[src/rtl/mem_noc_req_xbar.sv]
// N-master to M-slave AW/W/AR request crossbar: address-interleave routing, per-slave round-robin, 2-entry slave buffers.
// Optional per-slave handshake counters are enabled with MEM_NOC_REQ_XBAR_PERF_EN.

module mem_noc_req_xbar_fifo #(
  parameter int unsigned WIDTH = 1,
  parameter int unsigned DEPTH = 2
) (
  input  logic             clk,
  input  logic             rstn,
  input  logic             push_i,
  input  logic             pop_i,
  input  logic [WIDTH-1:0] data_i,
  output logic [WIDTH-1:0] data_o,
  output logic             full_o,
  output logic             empty_o
);
  localparam int unsigned PW = (DEPTH > 1) ? $clog2(DEPTH) : 1;
  localparam int unsigned CW = $clog2(DEPTH + 1);

  logic [WIDTH-1:0] mem_q [DEPTH];
  logic [PW-1:0]    wptr_q, rptr_q;
  logic [CW-1:0]    cnt_q;
  logic             do_push, do_pop;

  // Full/empty come from the pre-update count, so push and pop may coincide.
  assign full_o  = (cnt_q == CW'(DEPTH));
  assign empty_o = (cnt_q == '0);
  assign do_push = push_i & ~full_o;
  assign do_pop  = pop_i & ~empty_o;
  assign data_o  = mem_q[rptr_q];

  always_ff @(posedge clk or negedge rstn) begin
    if (!rstn) begin
      wptr_q <= '0;
      rptr_q <= '0;
      cnt_q  <= '0;
    end else begin
      if (do_push) wptr_q <= wptr_q + PW'(1);
      if (do_pop)  rptr_q <= rptr_q + PW'(1);
      cnt_q <= cnt_q + CW'(do_push) - CW'(do_pop);
    end
  end

  always_ff @(posedge clk) begin
    if (do_push) mem_q[wptr_q] <= data_i;
  end
endmodule

module mem_noc_req_xbar #(
  parameter int unsigned NUM_MASTERS    = 5,
  parameter int unsigned NUM_SLAVES     = 2,
  parameter int unsigned AW_WIDTH       = 64,
  parameter int unsigned W_WIDTH        = 80,
  parameter int unsigned AR_WIDTH       = 64,
  parameter int unsigned ADDR_POS       = 0,
  parameter int unsigned SEL_LSB        = 6,
  parameter int unsigned WLAST_POSITION = 0,
  parameter int unsigned WROUTE_DEPTH   = 4,
  parameter int unsigned WORDER_DEPTH   = 4
) (
  input  logic                           clk,
  input  logic                           rstn,
  input  logic [NUM_MASTERS-1:0]         m_awvalid,
  output logic [NUM_MASTERS-1:0]         m_awready,
  input  logic [NUM_MASTERS*AW_WIDTH-1:0] m_aw,
  input  logic [NUM_MASTERS-1:0]         m_wvalid,
  output logic [NUM_MASTERS-1:0]         m_wready,
  input  logic [NUM_MASTERS*W_WIDTH-1:0] m_w,
  input  logic [NUM_MASTERS-1:0]         m_arvalid,
  output logic [NUM_MASTERS-1:0]         m_arready,
  input  logic [NUM_MASTERS*AR_WIDTH-1:0] m_ar,
  output logic [NUM_SLAVES-1:0]          s_awvalid,
  input  logic [NUM_SLAVES-1:0]          s_awready,
  output logic [NUM_SLAVES*AW_WIDTH-1:0] s_aw,
  output logic [NUM_SLAVES-1:0]          s_wvalid,
  input  logic [NUM_SLAVES-1:0]          s_wready,
  output logic [NUM_SLAVES*W_WIDTH-1:0]  s_w,
  output logic [NUM_SLAVES-1:0]          s_arvalid,
  input  logic [NUM_SLAVES-1:0]          s_arready,
  output logic [NUM_SLAVES*AR_WIDTH-1:0] s_ar,
  output logic                           clk_en
`ifdef MEM_NOC_REQ_XBAR_PERF_EN
  ,
  output logic [NUM_SLAVES*32-1:0]       perf_aw_cnt,
  output logic [NUM_SLAVES*32-1:0]       perf_ar_cnt
`endif
);
  localparam int unsigned SW = $clog2(NUM_SLAVES);
  localparam int unsigned MW = (NUM_MASTERS > 1) ? $clog2(NUM_MASTERS) : 1;

  logic [SW-1:0]          aw_sel [NUM_MASTERS];
  logic [SW-1:0]          ar_sel [NUM_MASTERS];
  logic [MW-1:0]          rr_aw_q [NUM_SLAVES];
  logic [MW-1:0]          rr_aw_d [NUM_SLAVES];
  logic [MW-1:0]          rr_ar_q [NUM_SLAVES];
  logic [MW-1:0]          rr_ar_d [NUM_SLAVES];

  logic [NUM_MASTERS-1:0] wroute_push, wroute_pop, wroute_full, wroute_empty;
  logic [SW-1:0]          wroute_din  [NUM_MASTERS];
  logic [SW-1:0]          wroute_head [NUM_MASTERS];
  logic [NUM_SLAVES-1:0]  worder_push, worder_pop, worder_full, worder_empty;
  logic [MW-1:0]          worder_din  [NUM_SLAVES];
  logic [MW-1:0]          worder_head [NUM_SLAVES];

  logic [NUM_SLAVES-1:0]  aw_push, aw_pop, aw_full, aw_empty;
  logic [NUM_SLAVES-1:0]  w_push,  w_pop,  w_full,  w_empty;
  logic [NUM_SLAVES-1:0]  ar_push, ar_pop, ar_full, ar_empty;
  logic [AW_WIDTH-1:0]    aw_din [NUM_SLAVES];
  logic [W_WIDTH-1:0]     w_din  [NUM_SLAVES];
  logic [AR_WIDTH-1:0]    ar_din [NUM_SLAVES];

  // Fold an out-of-range select back into the slave range (one subtract suffices).
  function automatic logic [SW-1:0] sel_of(input logic [SW-1:0] raw);
    if ({1'b0, raw} >= (SW+1)'(NUM_SLAVES)) return raw - SW'(NUM_SLAVES);
    return raw;
  endfunction

  // Round-robin pick starting at ptr; returns a one-hot grant.
  function automatic logic [NUM_MASTERS-1:0] rr_pick(input logic [NUM_MASTERS-1:0] req,
                                                     input logic [MW-1:0] ptr);
    logic [NUM_MASTERS-1:0] g;
    logic                   found;
    int unsigned            idx;
    g     = '0;
    found = 1'b0;
    for (int unsigned off = 0; off < NUM_MASTERS; off++) begin
      idx = 32'(ptr) + off;
      if (idx >= NUM_MASTERS) idx = idx - NUM_MASTERS;
      if (!found && req[MW'(idx)]) begin
        g[MW'(idx)] = 1'b1;
        found       = 1'b1;
      end
    end
    return g;
  endfunction

  // AW arbitration: also books the W route (master side) and W order (slave side).
  always_comb begin
    logic [NUM_MASTERS-1:0] req;
    logic [NUM_MASTERS-1:0] gnt;
    m_awready   = '0;
    aw_push     = '0;
    worder_push = '0;
    wroute_push = '0;
    rr_aw_d     = rr_aw_q;
    req         = '0;
    gnt         = '0;
    for (int unsigned m = 0; m < NUM_MASTERS; m++) begin
      aw_sel[m]     = sel_of(m_aw[m*AW_WIDTH + ADDR_POS + SEL_LSB +: SW]);
      wroute_din[m] = '0;
    end
    for (int unsigned s = 0; s < NUM_SLAVES; s++) begin
      aw_din[s]     = '0;
      worder_din[s] = '0;
    end
    for (int unsigned s = 0; s < NUM_SLAVES; s++) begin
      for (int unsigned m = 0; m < NUM_MASTERS; m++)
        req[m] = m_awvalid[m] & (aw_sel[m] == SW'(s)) & ~wroute_full[m];
      if (!rstn || worder_full[s] || aw_full[s]) req = '0;
      gnt = rr_pick(req, rr_aw_q[s]);
      for (int unsigned m = 0; m < NUM_MASTERS; m++) begin
        if (gnt[m]) begin
          m_awready[m]   = 1'b1;
          aw_push[s]     = 1'b1;
          aw_din[s]      = m_aw[m*AW_WIDTH +: AW_WIDTH];
          worder_push[s] = 1'b1;
          worder_din[s]  = MW'(m);
          wroute_push[m] = 1'b1;
          wroute_din[m]  = SW'(s);
          rr_aw_d[s]     = (m == NUM_MASTERS - 1) ? '0 : MW'(m + 1);
        end
      end
    end
  end

  // W steering: a master may send only when it heads both its route and the slave's order queue.
  always_comb begin
    logic [SW-1:0] d;
    logic          elig;
    m_wready   = '0;
    w_push     = '0;
    wroute_pop = '0;
    worder_pop = '0;
    d          = '0;
    elig       = 1'b0;
    for (int unsigned s = 0; s < NUM_SLAVES; s++) w_din[s] = '0;
    for (int unsigned m = 0; m < NUM_MASTERS; m++) begin
      d    = wroute_head[m];
      elig = rstn & ~wroute_empty[m] & ~worder_empty[d] &
             (worder_head[d] == MW'(m)) & ~w_full[d];
      m_wready[m] = elig;
      if (elig && m_wvalid[m]) begin
        w_push[d] = 1'b1;
        w_din[d]  = m_w[m*W_WIDTH +: W_WIDTH];
        if (m_w[m*W_WIDTH + WLAST_POSITION]) begin
          wroute_pop[m] = 1'b1;
          worder_pop[d] = 1'b1;
        end
      end
    end
  end

  // AR arbitration carries no ordering state.
  always_comb begin
    logic [NUM_MASTERS-1:0] req;
    logic [NUM_MASTERS-1:0] gnt;
    m_arready = '0;
    ar_push   = '0;
    rr_ar_d   = rr_ar_q;
    req       = '0;
    gnt       = '0;
    for (int unsigned m = 0; m < NUM_MASTERS; m++)
      ar_sel[m] = sel_of(m_ar[m*AR_WIDTH + ADDR_POS + SEL_LSB +: SW]);
    for (int unsigned s = 0; s < NUM_SLAVES; s++) begin
      ar_din[s] = '0;
      for (int unsigned m = 0; m < NUM_MASTERS; m++)
        req[m] = m_arvalid[m] & (ar_sel[m] == SW'(s));
      if (!rstn || ar_full[s]) req = '0;
      gnt = rr_pick(req, rr_ar_q[s]);
      for (int unsigned m = 0; m < NUM_MASTERS; m++) begin
        if (gnt[m]) begin
          m_arready[m] = 1'b1;
          ar_push[s]   = 1'b1;
          ar_din[s]    = m_ar[m*AR_WIDTH +: AR_WIDTH];
          rr_ar_d[s]   = (m == NUM_MASTERS - 1) ? '0 : MW'(m + 1);
        end
      end
    end
  end

  always_ff @(posedge clk or negedge rstn) begin
    if (!rstn) begin
      for (int unsigned s = 0; s < NUM_SLAVES; s++) begin
        rr_aw_q[s] <= '0;
        rr_ar_q[s] <= '0;
      end
    end else begin
      rr_aw_q <= rr_aw_d;
      rr_ar_q <= rr_ar_d;
    end
  end

  for (genvar m = 0; m < NUM_MASTERS; m++) begin : g_mst
    mem_noc_req_xbar_fifo #(.WIDTH(SW), .DEPTH(WROUTE_DEPTH)) u_wroute (
      .clk, .rstn, .push_i(wroute_push[m]), .pop_i(wroute_pop[m]), .data_i(wroute_din[m]),
      .data_o(wroute_head[m]), .full_o(wroute_full[m]), .empty_o(wroute_empty[m]));
  end

  for (genvar s = 0; s < NUM_SLAVES; s++) begin : g_slv
    mem_noc_req_xbar_fifo #(.WIDTH(MW), .DEPTH(WORDER_DEPTH)) u_worder (
      .clk, .rstn, .push_i(worder_push[s]), .pop_i(worder_pop[s]), .data_i(worder_din[s]),
      .data_o(worder_head[s]), .full_o(worder_full[s]), .empty_o(worder_empty[s]));
    mem_noc_req_xbar_fifo #(.WIDTH(AW_WIDTH), .DEPTH(2)) u_aw (
      .clk, .rstn, .push_i(aw_push[s]), .pop_i(aw_pop[s]), .data_i(aw_din[s]),
      .data_o(s_aw[s*AW_WIDTH +: AW_WIDTH]), .full_o(aw_full[s]), .empty_o(aw_empty[s]));
    mem_noc_req_xbar_fifo #(.WIDTH(W_WIDTH), .DEPTH(2)) u_w (
      .clk, .rstn, .push_i(w_push[s]), .pop_i(w_pop[s]), .data_i(w_din[s]),
      .data_o(s_w[s*W_WIDTH +: W_WIDTH]), .full_o(w_full[s]), .empty_o(w_empty[s]));
    mem_noc_req_xbar_fifo #(.WIDTH(AR_WIDTH), .DEPTH(2)) u_ar (
      .clk, .rstn, .push_i(ar_push[s]), .pop_i(ar_pop[s]), .data_i(ar_din[s]),
      .data_o(s_ar[s*AR_WIDTH +: AR_WIDTH]), .full_o(ar_full[s]), .empty_o(ar_empty[s]));

    assign s_awvalid[s] = ~aw_empty[s];
    assign s_wvalid[s]  = ~w_empty[s];
    assign s_arvalid[s] = ~ar_empty[s];
    assign aw_pop[s]    = s_awvalid[s] & s_awready[s];
    assign w_pop[s]     = s_wvalid[s] & s_wready[s];
    assign ar_pop[s]    = s_arvalid[s] & s_arready[s];
  end

  assign clk_en = (|m_awvalid) | (|m_wvalid) | (|m_arvalid) |
                  ~(&aw_empty) | ~(&w_empty) | ~(&ar_empty) |
                  ~(&wroute_empty) | ~(&worder_empty);

`ifdef MEM_NOC_REQ_XBAR_PERF_EN
  logic [31:0] perf_aw_q [NUM_SLAVES];
  logic [31:0] perf_ar_q [NUM_SLAVES];

  always_ff @(posedge clk or negedge rstn) begin
    if (!rstn) begin
      for (int unsigned s = 0; s < NUM_SLAVES; s++) begin
        perf_aw_q[s] <= '0;
        perf_ar_q[s] <= '0;
      end
    end else begin
      for (int unsigned s = 0; s < NUM_SLAVES; s++) begin
        if (aw_pop[s]) perf_aw_q[s] <= perf_aw_q[s] + 32'd1;
        if (ar_pop[s]) perf_ar_q[s] <= perf_ar_q[s] + 32'd1;
      end
    end
  end

  for (genvar s = 0; s < NUM_SLAVES; s++) begin : g_perf
    assign perf_aw_cnt[s*32 +: 32] = perf_aw_q[s];
    assign perf_ar_cnt[s*32 +: 32] = perf_ar_q[s];
  end
`endif
endmodule

[config.mk]
export PLATFORM = sky130hd
export DESIGN_NAME = mem_noc_req_xbar
export DESIGN_NICKNAME = d
export VERILOG_FILES = /design/src/rtl/mem_noc_req_xbar.sv
export SDC_FILE = /design/constraint.sdc
export NUM_CORES = 2
export LEC_CHECK = 0
export ABC_AREA = 1
export CAP_MARGIN = 0
export CORE_AREA = 2 2 580 582
export CTS_CLUSTER_SIZE = 40
export DETAILED_ROUTE_END_ITERATION = 8
export DIE_AREA = 0 0 582 584
export HOLD_SLACK_MARGIN = 0.05
export PLACE_DENSITY = 0.44
export SLEW_MARGIN = 20
export SYNTH_ARGS = -nofsm -noshare
export SYNTH_HDL_FRONTEND = slang
export SYNTH_SLANG_ARGS = --single-unit
[constraint.sdc]
create_clock -name clk -period 9.46 [get_ports clk]
set_input_delay 2.365 -clock clk [delete_from_list [all_inputs] [get_ports clk]]
set_output_delay 2.365 -clock clk [all_outputs]
set_load 0.05 [all_outputs]
==> out/results.txt <==
number of max-cap violations: 0
cell area after synthesis: 0.0581 mm^2
Async S/R FF share, synth: 8.84%
post-CTS sizing: 0
post-synthesis sequential element count: 961
row cnt: 212
Final GP Congestion: 1.00
Synth cell types: 53
FF-to-FF Start: rr_ar_q[0]
GRT Util Overall: 19.6%
final WL: 348000 um
grt ovf: 0
largest net degree at the start of global routing: 117
core area: 0.333 mm^2
top_reg_cell synth: edfxtp_1
IO Count: 1501
Final Hold Violating Endpoints: 0
clk sinks: 961
minimum clock period: 8220 ps
detailed-route via count: 59.0k
Slew headroom: 25.0%
fillers: 36.7k
first-pass GRT wire length: 465000 um
FF-to-FF path depth: 19
top post-synthesis cells by area: edfxtp_1 45%, nand2_1 27%, inv_1 3.8%, dfrtp_1 3.7%, nor2_1 3.4%
initial antenna violation count: 157
Die Wd: 582 um
Die ar.: 0.340 mm^2
min-delay src: g_mst[2].u_wroute.rptr_q[1]
initial DRC count: 5050
I/O Buffers: 1500
Die H: 584 um
Post-synth EDFFs: 876
Worst Path Max Fanout: 13
CP endpoint kind: output pin
CP startpoint kind: primary input
top-count cell post-synth: nand2_1
WP data arrival: 5850 ps
drt pass-1 iters: 7
final hold slack: 474 ps
hold path depth: 1
Worst Path Class, Setup: in2out
Avg WL per Cell: 25.3 um
Multi-input gate area: 0.0255 mm^2
CP required: 7100 ps
Post-DRT Antenna Nets: 0
Syn. warnings: 0
Area Growth Syn to Fin: 41.0%
vias per cell: 4.29
Slew @ Worst Pin: 1120 ps
RSZ-0062 raised after global routing: no
Hold EP: g_mst[2].u_wroute.rptr_q[1]
CTS Buffer Depth: 4
vias in the first global route: 54.8k
htree depth: 3
post-synthesis sequential area ratio: 49.0%
Post-synth top cells: 4147 x nand2_1, 876 x edfxtp_1, 581 x inv_1
status: completed
CTS tree: built
Yosys top cell by area: edfxtp_1
Worst Skew: 109 ps
synthesized instance count: 7784
Tcrit/Tclk final: 86.8%
Reg2Reg Setup Slack: 3420 ps
max-slew violations: 0
Post-CTS Setup Inserts: 0
DRC Markers: 0
# setup viols final: 0
Num CTS Buffers: 122
worst hold path type: reg2reg
layout cells sized above 1: 4.60%
Reg clk slew, reported paths: 60 ps
Yosys top cell area share: 45.3%
CTS Hold Bufs: 0
post-DP HPWL: 273000 um
Sequential cell area: 0.0284 mm^2
FF-to-FF End: g_slv[1].u_ar.mem_q[0][0]
root buffer cell: clkbuf_16
setup TNS: 0 ps
fin nets: 10.3k
Peak Freq: 122 MHz
clock latency at the later pin of the worst-skew pair: 910 ps
Initial Util: 17.4%
Mean Syn Cell Area: 7.46 um^2
## logic make-up after synthesis
family,after synthesis,share of synthesized area (%)
flip-flops,961,49.0
buffers and inverters,992,7.49
AND/OR/NAND/NOR,5279,36.5
XOR/XNOR,55,0.862
other,1,0.00646
AO/OA/AOI/OAI,398,3.94
adder cells (fa/ha/maj),98,2.25
## routing by layer
metal	GRT usage (%)	vias up	part of all wire, %
met5	0	-	0.15
met4	10.1	84	5.4
met3	5.27	575	8.2
met2	32.9	2537	48
met1	22.7	28100	38
li1	-	27700	-
## stage by stage
stage,utilization (%),instances,instance area [um^2],worst slack [ps]
floorplan,-,7787,58100,1370
global placement,23.3,13400,77700,1110
finish,24.6,13700,81900,1240
CTS,24.5,13600,81600,1130
global route,24.6,13700,81800,911
detailed placement,23.3,13400,77700,1150
## worst max-delay path: stages
cell and delay [ps]:
clkdlybuf4s50_1 520, inv_1 50, nor2_1 130, nand2_1 70, nor2_1 310, nand2_1 120, nand3_2 110, nand3_4 140
nand3_2 160, nor2_1 50, nor2_1 200, nand3_4 260, or2_2 520, clkdlybuf4s50_1 820
## layout make-up
cell class	instances	area share [%]
inverters	618	2.87
multi-input cells	5834	31.2
flip-flops and latches	961	34.7
clock buffers	148	3.90
well taps	4387	6.70
diodes	117	0.358
clock inverters	74	0.889
repair buffers	1600	19.4
## worst max path at each step
stage,end,cells after the start,start,slack (ps)
final,m_awready[0],14,m_awvalid[0],1240
after global routing,m_awready[0],14,m_awvalid[0],910
after CTS,m_awready[0],14,m_awvalid[0],1130
after detailed placement,m_awready[0],14,m_awvalid[0],1150
after global placement,m_awready[0],14,m_awvalid[0],1110
after floorplan,g_slv[0].u_w.mem_q[1][0],12,rstn,1370
## placed cells by master (no fill, tap or decap), types with 17 or more instances in the layout
| cell | instances |
|---|---|
| nand2_1 | 4145 |
| clkdlybuf4s50_1 | 1497 |
| edfxtp_1 | 876 |
| inv_1 | 566 |
| nor2_1 | 519 |
| nand3_1 | 248 |
| nand4_1 | 243 |
| a21oi_1 | 194 |
| clkbuf_16 | 122 |
| diode_2 | 117 |
| o21ai_0 | 97 |
| buf_4 | 95 |
| ha_1 | 87 |
| dfrtp_1 | 79 |
| inv_2 | 34 |
| xor2_1 | 34 |
| clkinv_1 | 31 |
| a22oi_1 | 29 |
| o2111ai_1 | 27 |
| clkinv_2 | 25 |
| nor3_1 | 24 |
| clkbuf_1 | 22 |
| xnor2_1 | 20 |
| nand3_4 | 20 |
| nand3_2 | 19 |
| o211ai_1 | 18 |
| o21ai_1 | 17 |
## sequential cells by signal, indices dropped and copies added, names as in the netlist
register	flops
g_slv.u_worder.rptr_q	4
g_slv.u_w.cnt_q	4
g_slv.u_worder.cnt_q	6
g_slv.u_ar.rptr_q	2
g_slv.u_w.wptr_q	2
g_mst.u_wroute.rptr_q	10
g_mst.u_wroute.wptr_q	10
g_slv.u_ar.cnt_q	4
g_slv.u_ar.mem_q	256
g_mst.u_wroute.mem_q	20
g_mst.u_wroute.cnt_q	15
rr_ar_q	6
g_slv.u_worder.wptr_q	4
g_slv.u_aw.mem_q	256
g_slv.u_aw.cnt_q	4
g_slv.u_aw.wptr_q	2
g_slv.u_w.mem_q	320
g_slv.u_w.rptr_q	2
g_slv.u_ar.wptr_q	2
g_slv.u_worder.mem_q	24
rr_aw_q	6
g_slv.u_aw.rptr_q	2
Power is left out: the tool's default activity adds up to more than one toggle a clock period on the data nets, which glitch-free logic cannot reach.
